==> src/rtl/twiddle_mult_pipe.sv <==
// Four-stage complex twiddle rotator with valid/ready flow control and sideband tag.
// Define TWMUL_ROUND_EN to round the scaled results half-up instead of flooring them.
module twiddle_mult_pipe #(
  parameter int DATA_W    = 16,
  parameter int TW_W      = 18,
  parameter int LOG2_NFFT = 4,
  parameter int TAG_W     = 8
) (
  input  logic                     clk,
  input  logic                     reset,
  input  logic                     in_valid,
  output logic                     in_ready,
  input  logic signed [DATA_W-1:0] in_data_i,
  input  logic signed [DATA_W-1:0] in_data_q,
  input  logic [LOG2_NFFT-2:0]     fi_deg,
  input  logic                     inverse,
  input  logic [TAG_W-1:0]         in_tag,
  output logic                     out_valid,
  input  logic                     out_ready,
  output logic signed [DATA_W:0]   out_data_minus_i,
  output logic signed [DATA_W:0]   out_data_minus_q,
  output logic signed [DATA_W:0]   out_data_plus_i,
  output logic signed [DATA_W:0]   out_data_plus_q,
  output logic [TAG_W-1:0]         out_tag
);

  localparam int N      = 1 << LOG2_NFFT;
  localparam int HALF   = N / 2;
  localparam int SH     = TW_W - 2;
  localparam int PROD_W = DATA_W + TW_W;
  localparam int SUM_W  = PROD_W + 1;
  localparam int OUT_W  = DATA_W + 1;
  localparam logic [LOG2_NFFT-2:0] QTR_IDX = (LOG2_NFFT-1)'(N / 4);
`ifdef TWMUL_ROUND_EN
  localparam logic signed [SUM_W-1:0] RND_OFS = SUM_W'(1) <<< (SH - 1);
`else
  localparam logic signed [SUM_W-1:0] RND_OFS = '0;
`endif

  typedef enum logic [1:0] {MODE_MUL, MODE_PASS0, MODE_PASS90} mode_e;

  // Elaboration-time table entry: round(cos/sin(2*pi*k/N) * 2^(TW_W-2)).
  function automatic logic signed [TW_W-1:0] tw_val(input int k, input bit want_cos);
    real x, term, acc, scaled;
    int  r;
    x = 2.0 * 3.14159265358979323846 * $itor(k) / $itor(N);
    if (want_cos) begin
      term = 1.0;
      acc  = 1.0;
    end else begin
      term = x;
      acc  = x;
    end
    for (int n = 1; n < 30; n++) begin
      if (want_cos) term = -term * x * x / $itor((2 * n - 1) * (2 * n));
      else          term = -term * x * x / $itor((2 * n) * (2 * n + 1));
      acc += term;
    end
    scaled = acc * $itor(1 << SH);
    r = (scaled >= 0.0) ? $rtoi(scaled + 0.5) : -$rtoi(0.5 - scaled);
    return TW_W'(r);
  endfunction

  logic signed [TW_W-1:0] cos_rom [HALF];
  logic signed [TW_W-1:0] sin_rom [HALF];

  for (genvar g = 0; g < HALF; g++) begin : g_rom
    localparam logic signed [TW_W-1:0] COS_V = tw_val(g, 1'b1);
    localparam logic signed [TW_W-1:0] SIN_V = tw_val(g, 1'b0);
    assign cos_rom[g] = COS_V;
    assign sin_rom[g] = SIN_V;
  end

  logic ce;
  logic v1_q, v2_q, v3_q, v4_q;

  logic signed [DATA_W-1:0] a1_q, b1_q, a2_q, b2_q;
  logic signed [TW_W-1:0]   c1_q, s1_q;
  mode_e                    mode_d, mode1_q, mode2_q;
  logic                     inv1_q, inv2_q;
  logic [TAG_W-1:0]         tag1_q, tag2_q, tag3_q, tag4_q;
  logic signed [PROD_W-1:0] ac_d, bs_d, bc_d, as_d, ac2_q, bs2_q, bc2_q, as2_q;
  logic signed [SUM_W-1:0]  re3_d, im3_d, re3_q, im3_q, re_rnd, im_rnd;
  logic signed [OUT_W-1:0]  out_i_d, out_q_d, out_i_q, out_q_q;

  // The whole pipeline moves as one; a stalled output freezes every stage.
  assign ce       = !v4_q || out_ready;
  assign in_ready = ce;

  always_comb begin
    mode_d = MODE_MUL;
    if (fi_deg == '0)          mode_d = MODE_PASS0;
    else if (fi_deg == QTR_IDX) mode_d = MODE_PASS90;
  end

  assign ac_d = PROD_W'(a1_q) * PROD_W'(c1_q);
  assign bs_d = PROD_W'(b1_q) * PROD_W'(s1_q);
  assign bc_d = PROD_W'(b1_q) * PROD_W'(c1_q);
  assign as_d = PROD_W'(a1_q) * PROD_W'(s1_q);

  // Bypass paths are pre-shifted so the common scaling stage recovers them exactly.
  always_comb begin
    re3_d = inv2_q ? SUM_W'(ac2_q) - SUM_W'(bs2_q) : SUM_W'(ac2_q) + SUM_W'(bs2_q);
    im3_d = inv2_q ? SUM_W'(bc2_q) + SUM_W'(as2_q) : SUM_W'(bc2_q) - SUM_W'(as2_q);
    case (mode2_q)
      MODE_PASS0: begin
        re3_d = SUM_W'(a2_q) <<< SH;
        im3_d = SUM_W'(b2_q) <<< SH;
      end
      MODE_PASS90: begin
        re3_d = inv2_q ? -(SUM_W'(b2_q) <<< SH) : (SUM_W'(b2_q) <<< SH);
        im3_d = inv2_q ?  (SUM_W'(a2_q) <<< SH) : -(SUM_W'(a2_q) <<< SH);
      end
      default: ;
    endcase
  end

  always_comb begin
    re_rnd  = re3_q + RND_OFS;
    im_rnd  = im3_q + RND_OFS;
    out_i_d = OUT_W'(re_rnd >>> SH);
    out_q_d = OUT_W'(im_rnd >>> SH);
  end

  // NOTE: datapath registers carry no reset; only the valid bits and the visible outputs need a known value.
  always_ff @(posedge clk) begin
    if (ce) begin
      a1_q    <= in_data_i;
      b1_q    <= in_data_q;
      c1_q    <= cos_rom[fi_deg];
      s1_q    <= sin_rom[fi_deg];
      mode1_q <= mode_d;
      inv1_q  <= inverse;
      tag1_q  <= in_tag;
      ac2_q   <= ac_d;
      bs2_q   <= bs_d;
      bc2_q   <= bc_d;
      as2_q   <= as_d;
      a2_q    <= a1_q;
      b2_q    <= b1_q;
      mode2_q <= mode1_q;
      inv2_q  <= inv1_q;
      tag2_q  <= tag1_q;
      re3_q   <= re3_d;
      im3_q   <= im3_d;
      tag3_q  <= tag2_q;
    end
  end

  // NOTE: non-blocking assignments keep every stage sampling the previous stage's old value.
  always_ff @(posedge clk) begin
    if (reset) begin
      v1_q    <= 1'b0;
      v2_q    <= 1'b0;
      v3_q    <= 1'b0;
      v4_q    <= 1'b0;
      out_i_q <= '0;
      out_q_q <= '0;
      tag4_q  <= '0;
    end else if (ce) begin
      v1_q    <= in_valid;
      v2_q    <= v1_q;
      v3_q    <= v2_q;
      v4_q    <= v3_q;
      out_i_q <= out_i_d;
      out_q_q <= out_q_d;
      tag4_q  <= tag3_q;
    end
  end

  assign out_valid        = v4_q;
  assign out_data_minus_i = out_i_q;
  assign out_data_minus_q = out_q_q;
  assign out_data_plus_i  = -out_i_q;
  assign out_data_plus_q  = -out_q_q;
  assign out_tag          = tag4_q;

endmodule
==> config.mk <==
export PLATFORM = sky130hd
export DESIGN_NAME = twiddle_mult_pipe
export DESIGN_NICKNAME = d
export VERILOG_FILES = /design/src/rtl/twiddle_mult_pipe.sv
export SDC_FILE = /design/constraint.sdc
export NUM_CORES = 2
export LEC_CHECK = 0
export BUFFER_PORTS_ARGS = -buffer_cell sky130_fd_sc_hd__buf_2
export CAP_MARGIN = 20
export CORE_ASPECT_RATIO = 0.5
export CORE_MARGIN = 10
export CORE_UTILIZATION = 60
export DETAILED_ROUTE_END_ITERATION = 12
export PLACE_DENSITY = 0.77
export SYNTH_ARGS = -nofsm -noshare
export SYNTH_HDL_FRONTEND = slang
export SYNTH_SLANG_ARGS = --single-unit
==> constraint.sdc <==
create_clock -name clk -period 9.85 [get_ports clk]
set_clock_uncertainty 0.2 [all_clocks]
set_input_delay 0.4925 -clock clk [delete_from_list [all_inputs] [get_ports clk]]
set_output_delay 0.4925 -clock clk [all_outputs]
set_load 0.005 [all_outputs]
==> impl_table.tex <==
\begin{tabular}{lr}
\hline
Metric & Value \\
\hline
\multicolumn{2}{l}{\textbf{Status}} \\
Outcome & complete, no violations \\
\multicolumn{2}{l}{\textbf{Detailed routing}} \\
Routed wire length & 147,000 µm \\
First DRT Iteration DRCs & 3,763 \\
Routed wire per std cell & 22.4 µm \\
Via density & 5.76 \\
Detailed-route via count & 37,800 \\
DRC errors left & 0 \\
Count of TritonRoute iterations in the first routing pass & 6 \\
Remaining antenna violation count & 0 \\
\multicolumn{2}{l}{\textbf{Setup path}} \\
Data required time of the worst path & 9.98 ns \\
Master of the slowest instance on the critical path & edfxtp\_1 \\
Crit path arrival time & 8.13 ns \\
Largest incremental delay on the critical path & 0.83 ns \\
Cell repeated most along the worst path & fa\_1 \\
Category of the worst setup path launch point & flip-flop \\
Max FO, Critical Path & 16 \\
Element type at the critical path end & flip-flop \\
CP Class & reg -> reg \\
Worst-path cell chain & inv\_1, nor2\_1, inv\_1, fa\_1, fa\_1, inv\_1, fa\_1, fa\_1, fa\_1, inv\_1, fa\_1, inv\_1, ha\_1, a21o\_1, a221o\_1, a211o\_1, a21oi\_2, o21ai\_2, a41o\_1, o21ba\_4, o41ai\_4, xnor2\_1 \\
\multicolumn{2}{l}{\textbf{Floorplanning}} \\
Number of standard-cell rows in the floorplan & 76 \\
Die height & 228 µm \\
Starting density of the core & 60.4\% \\
Die extent in x & 436 µm \\
Floorplan core area & 85,900 µm² \\
I/O Pins & 126 \\
Die area & 99,300 µm² \\
\multicolumn{2}{l}{\textbf{Synth}} \\
Arithmetic-cell share of the synthesized area counting full adders, half adders and majority gates & 47.9\% \\
Xor/xnor share of the synthesized area & 4.96\% \\
Synthesis Warnings & 0 \\
Number of distinct standard cells referenced by the synthesized netlist & 75 \\
Post-Syn Instances & 5,295 \\
Share of the synthesized area in compound gates (AO/OA/AOI/OAI) & 7.20\% \\
Post-Syn Nets & 6,776 \\
Synthesized area per cell & 9.80 µm² \\
Sequential share of the synthesized area & 18.0\% \\
Largest family of logic cells by synthesized area & adder cells \\
Main synth FF type & edfxtp\_1 \\
Count of flip-flops with a built-in enable after synthesis & 280 \\
Number of storage elements in the synthesis netlist & 326 \\
Simple-gate share of the synthesized area & 11.4\% \\
Multiplexer fraction of the synthesized cell area & 0.181\% \\
Fraction of synthesis flops using an asynchronous set or reset pin & 0\% \\
Area of the mapped netlist & 51,900 µm² \\
\multicolumn{2}{l}{\textbf{Final layout}} \\
Top library cells by usage in the layout, fill and taps aside & inv\_1, fa\_1, ha\_1 \\
Synth-to-Final Area Change & 6.47\% \\
Share of cells above drive strength 1 & 4.89\% \\
Commonest non-fill, non-tap cell in the layout & inv\_1 \\
Number of filler instances in the final layout & 6,805 \\
Design Area, Final & 55,200 µm² \\
\# nets final & 6,852 \\
Final cell utilization of the core & 64.3\% \\
\multicolumn{2}{l}{\textbf{GRT}} \\
Aggregate global routing overflow & 0 \\
Global-route usage over all layers & 29.8\% \\
Pin count of the biggest net entering global routing & 138 \\
Global-route wire length before repair & 230,000 µm \\
Initial antenna violation count & 17 \\
Vias in the first global route & 39,600 \\
\multicolumn{2}{l}{\textbf{Clock network}} \\
Number of hold buffers added after cts & 43 \\
Clock transition at the registers of the reported paths & 0.07 ns \\
Total clock buffers created by CTS & 34 \\
Sinks on the clock net & 326 \\
Latest clock arrival within the worst-skew pair & 0.62 ns \\
Post-CTS Setup Bufs & 0 \\
Clock root buffer & clkbuf\_16 \\
Clock H-tree levels & 2 \\
TritonCTS clock tree & done \\
Post-cts resize count & 0 \\
Clock buffer depth & 3 \\
\multicolumn{2}{l}{\textbf{STA}} \\
RSZ-0062 raised after global routing & false \\
Final-report hold violation count & 0 \\
Relative slew slack & 18.7\% \\
Final hold slack & 0.0708 ns \\
Setup\_tns & 0 ns \\
Max Slew Vio Count & 0 \\
Maximum achievable frequency & 125 MHz \\
Period utilization & 81.2\% \\
Transition time at the pin with the least slew margin & 1.22 ns \\
Final worst path period need & 7.99 ns \\
Final setup fails & 0 \\
\multicolumn{2}{l}{\textbf{Placed design}} \\
HPWL after detailed placement & 122,000 µm \\
Final estimated routing congestion in global placement & 1.02 \\
Number of buffers added on ports & 125 \\
Post-place instance area & 53,600 µm² \\
\multicolumn{2}{l}{\textbf{Run}} \\
Max-cap violations & 0 \\
\multicolumn{2}{l}{\textbf{Hold path}} \\
Class of the tightest hold or removal check & in -> reg \\
\hline
\end{tabular}
-- registers in the layout, indices dropped and copies added (netlist names), 17 cells and up --
signal,count
out_data_minus_i,17
re3_q,17
im3_q,17
as2_q,33
ac2_q,33
bc2_q,33
out_data_minus_q,17
bs2_q,33
-- area by class of cell --
class	instances	area (µm²)	share of cell area, %
multi-input cells	3536	37200	67.3
flip-flops and latches	326	9330	16.9
inverters	1257	4730	8.56
well taps	1170	1460	2.65
repair buffers	216	1430	2.59
clock buffers	43	947	1.72
clock inverters	16	158	0.285
diodes	4	10.0	0.0181
-- cell usage after synthesis, types with 9 or more instances --
master,n,share of area (%)
inv_1,1256,9.1
fa_1,918,35
ha_1,515,12
nand2_1,492,3.6
and2_1,314,3.8
edfxtp_1,280,16
a21oi_1,234,2.3
xnor2_1,201,3.4
nor2_1,183,1.3
clkbuf_1,170,1.2
xor2_1,93,1.6
o21ai_0,76,0.73
a21o_1,56,0.81
dfxtp_1,46,1.8
nor3_1,41,0.40
a221oi_1,37,0.62
nand2b_1,29,0.35
nand3_1,28,0.27
nor4_1,26,0.31
o21bai_1,24,0.35
and3_1,23,0.28
nor2b_1,23,0.28
o21a_1,21,0.30
a211oi_1,20,0.29
a31oi_1,19,0.23
or3_1,14,0.17
o211ai_1,13,0.19
nand4_1,10,0.12
a211o_1,9,0.15
a311oi_1,9,0.15
or4_1,9,0.13
-- critical path, delay by kind of cell, from the launching register on --
kind	cells	cell delay [ns]
AND/OR/NAND/NOR	1	0.45
AO/OA/AOI/OAI	8	2.01
buffers and inverters	5	0.90
XOR/XNOR	1	0.12
adder cells (fa/ha/maj)	7	3.22
flip-flops	1	0.83
-- metal layers --
metal	routed length (µm)	vias up	global-route usage, %
met2	65100	2023	45.7
met3	18700	310	8.60
met5	38	-	0
met4	4620	6	9.20
met1	58700	18900	40.9
li1	-	16600	-
-- cell families after synthesis --
family	Yosys count
XOR/XNOR	294
adder cells (fa/ha/maj)	1433
AND/OR/NAND/NOR	1219
buffers and inverters	1433
multiplexers	9
AO/OA/AOI/OAI	581
flip-flops	326
-- through the flow --
step | std cells | setup WS (ns)
floorplan | 5295 | 0.457
global placement | 6458 | 2.14
finish | 6568 | 1.86
global route | 6564 | 1.65
CTS | 6560 | 1.97
detailed placement | 6458 | 2.00
-- final timing paths --
check	start	to	slack (ns)	cells past startpoint
min reg2reg	tag2_q[5]	tag3_q[5]	0.22	0
min	fi_deg[1]	c1_q[8]	0.07	3
max reg2reg	a1_q[15]	ac2_q[30]	1.86	22
max	a1_q[15]	ac2_q[30]	1.86	22
Power is not shown: default switching activity piles up to over one toggle a cycle in this logic, so the estimate is an artifact.
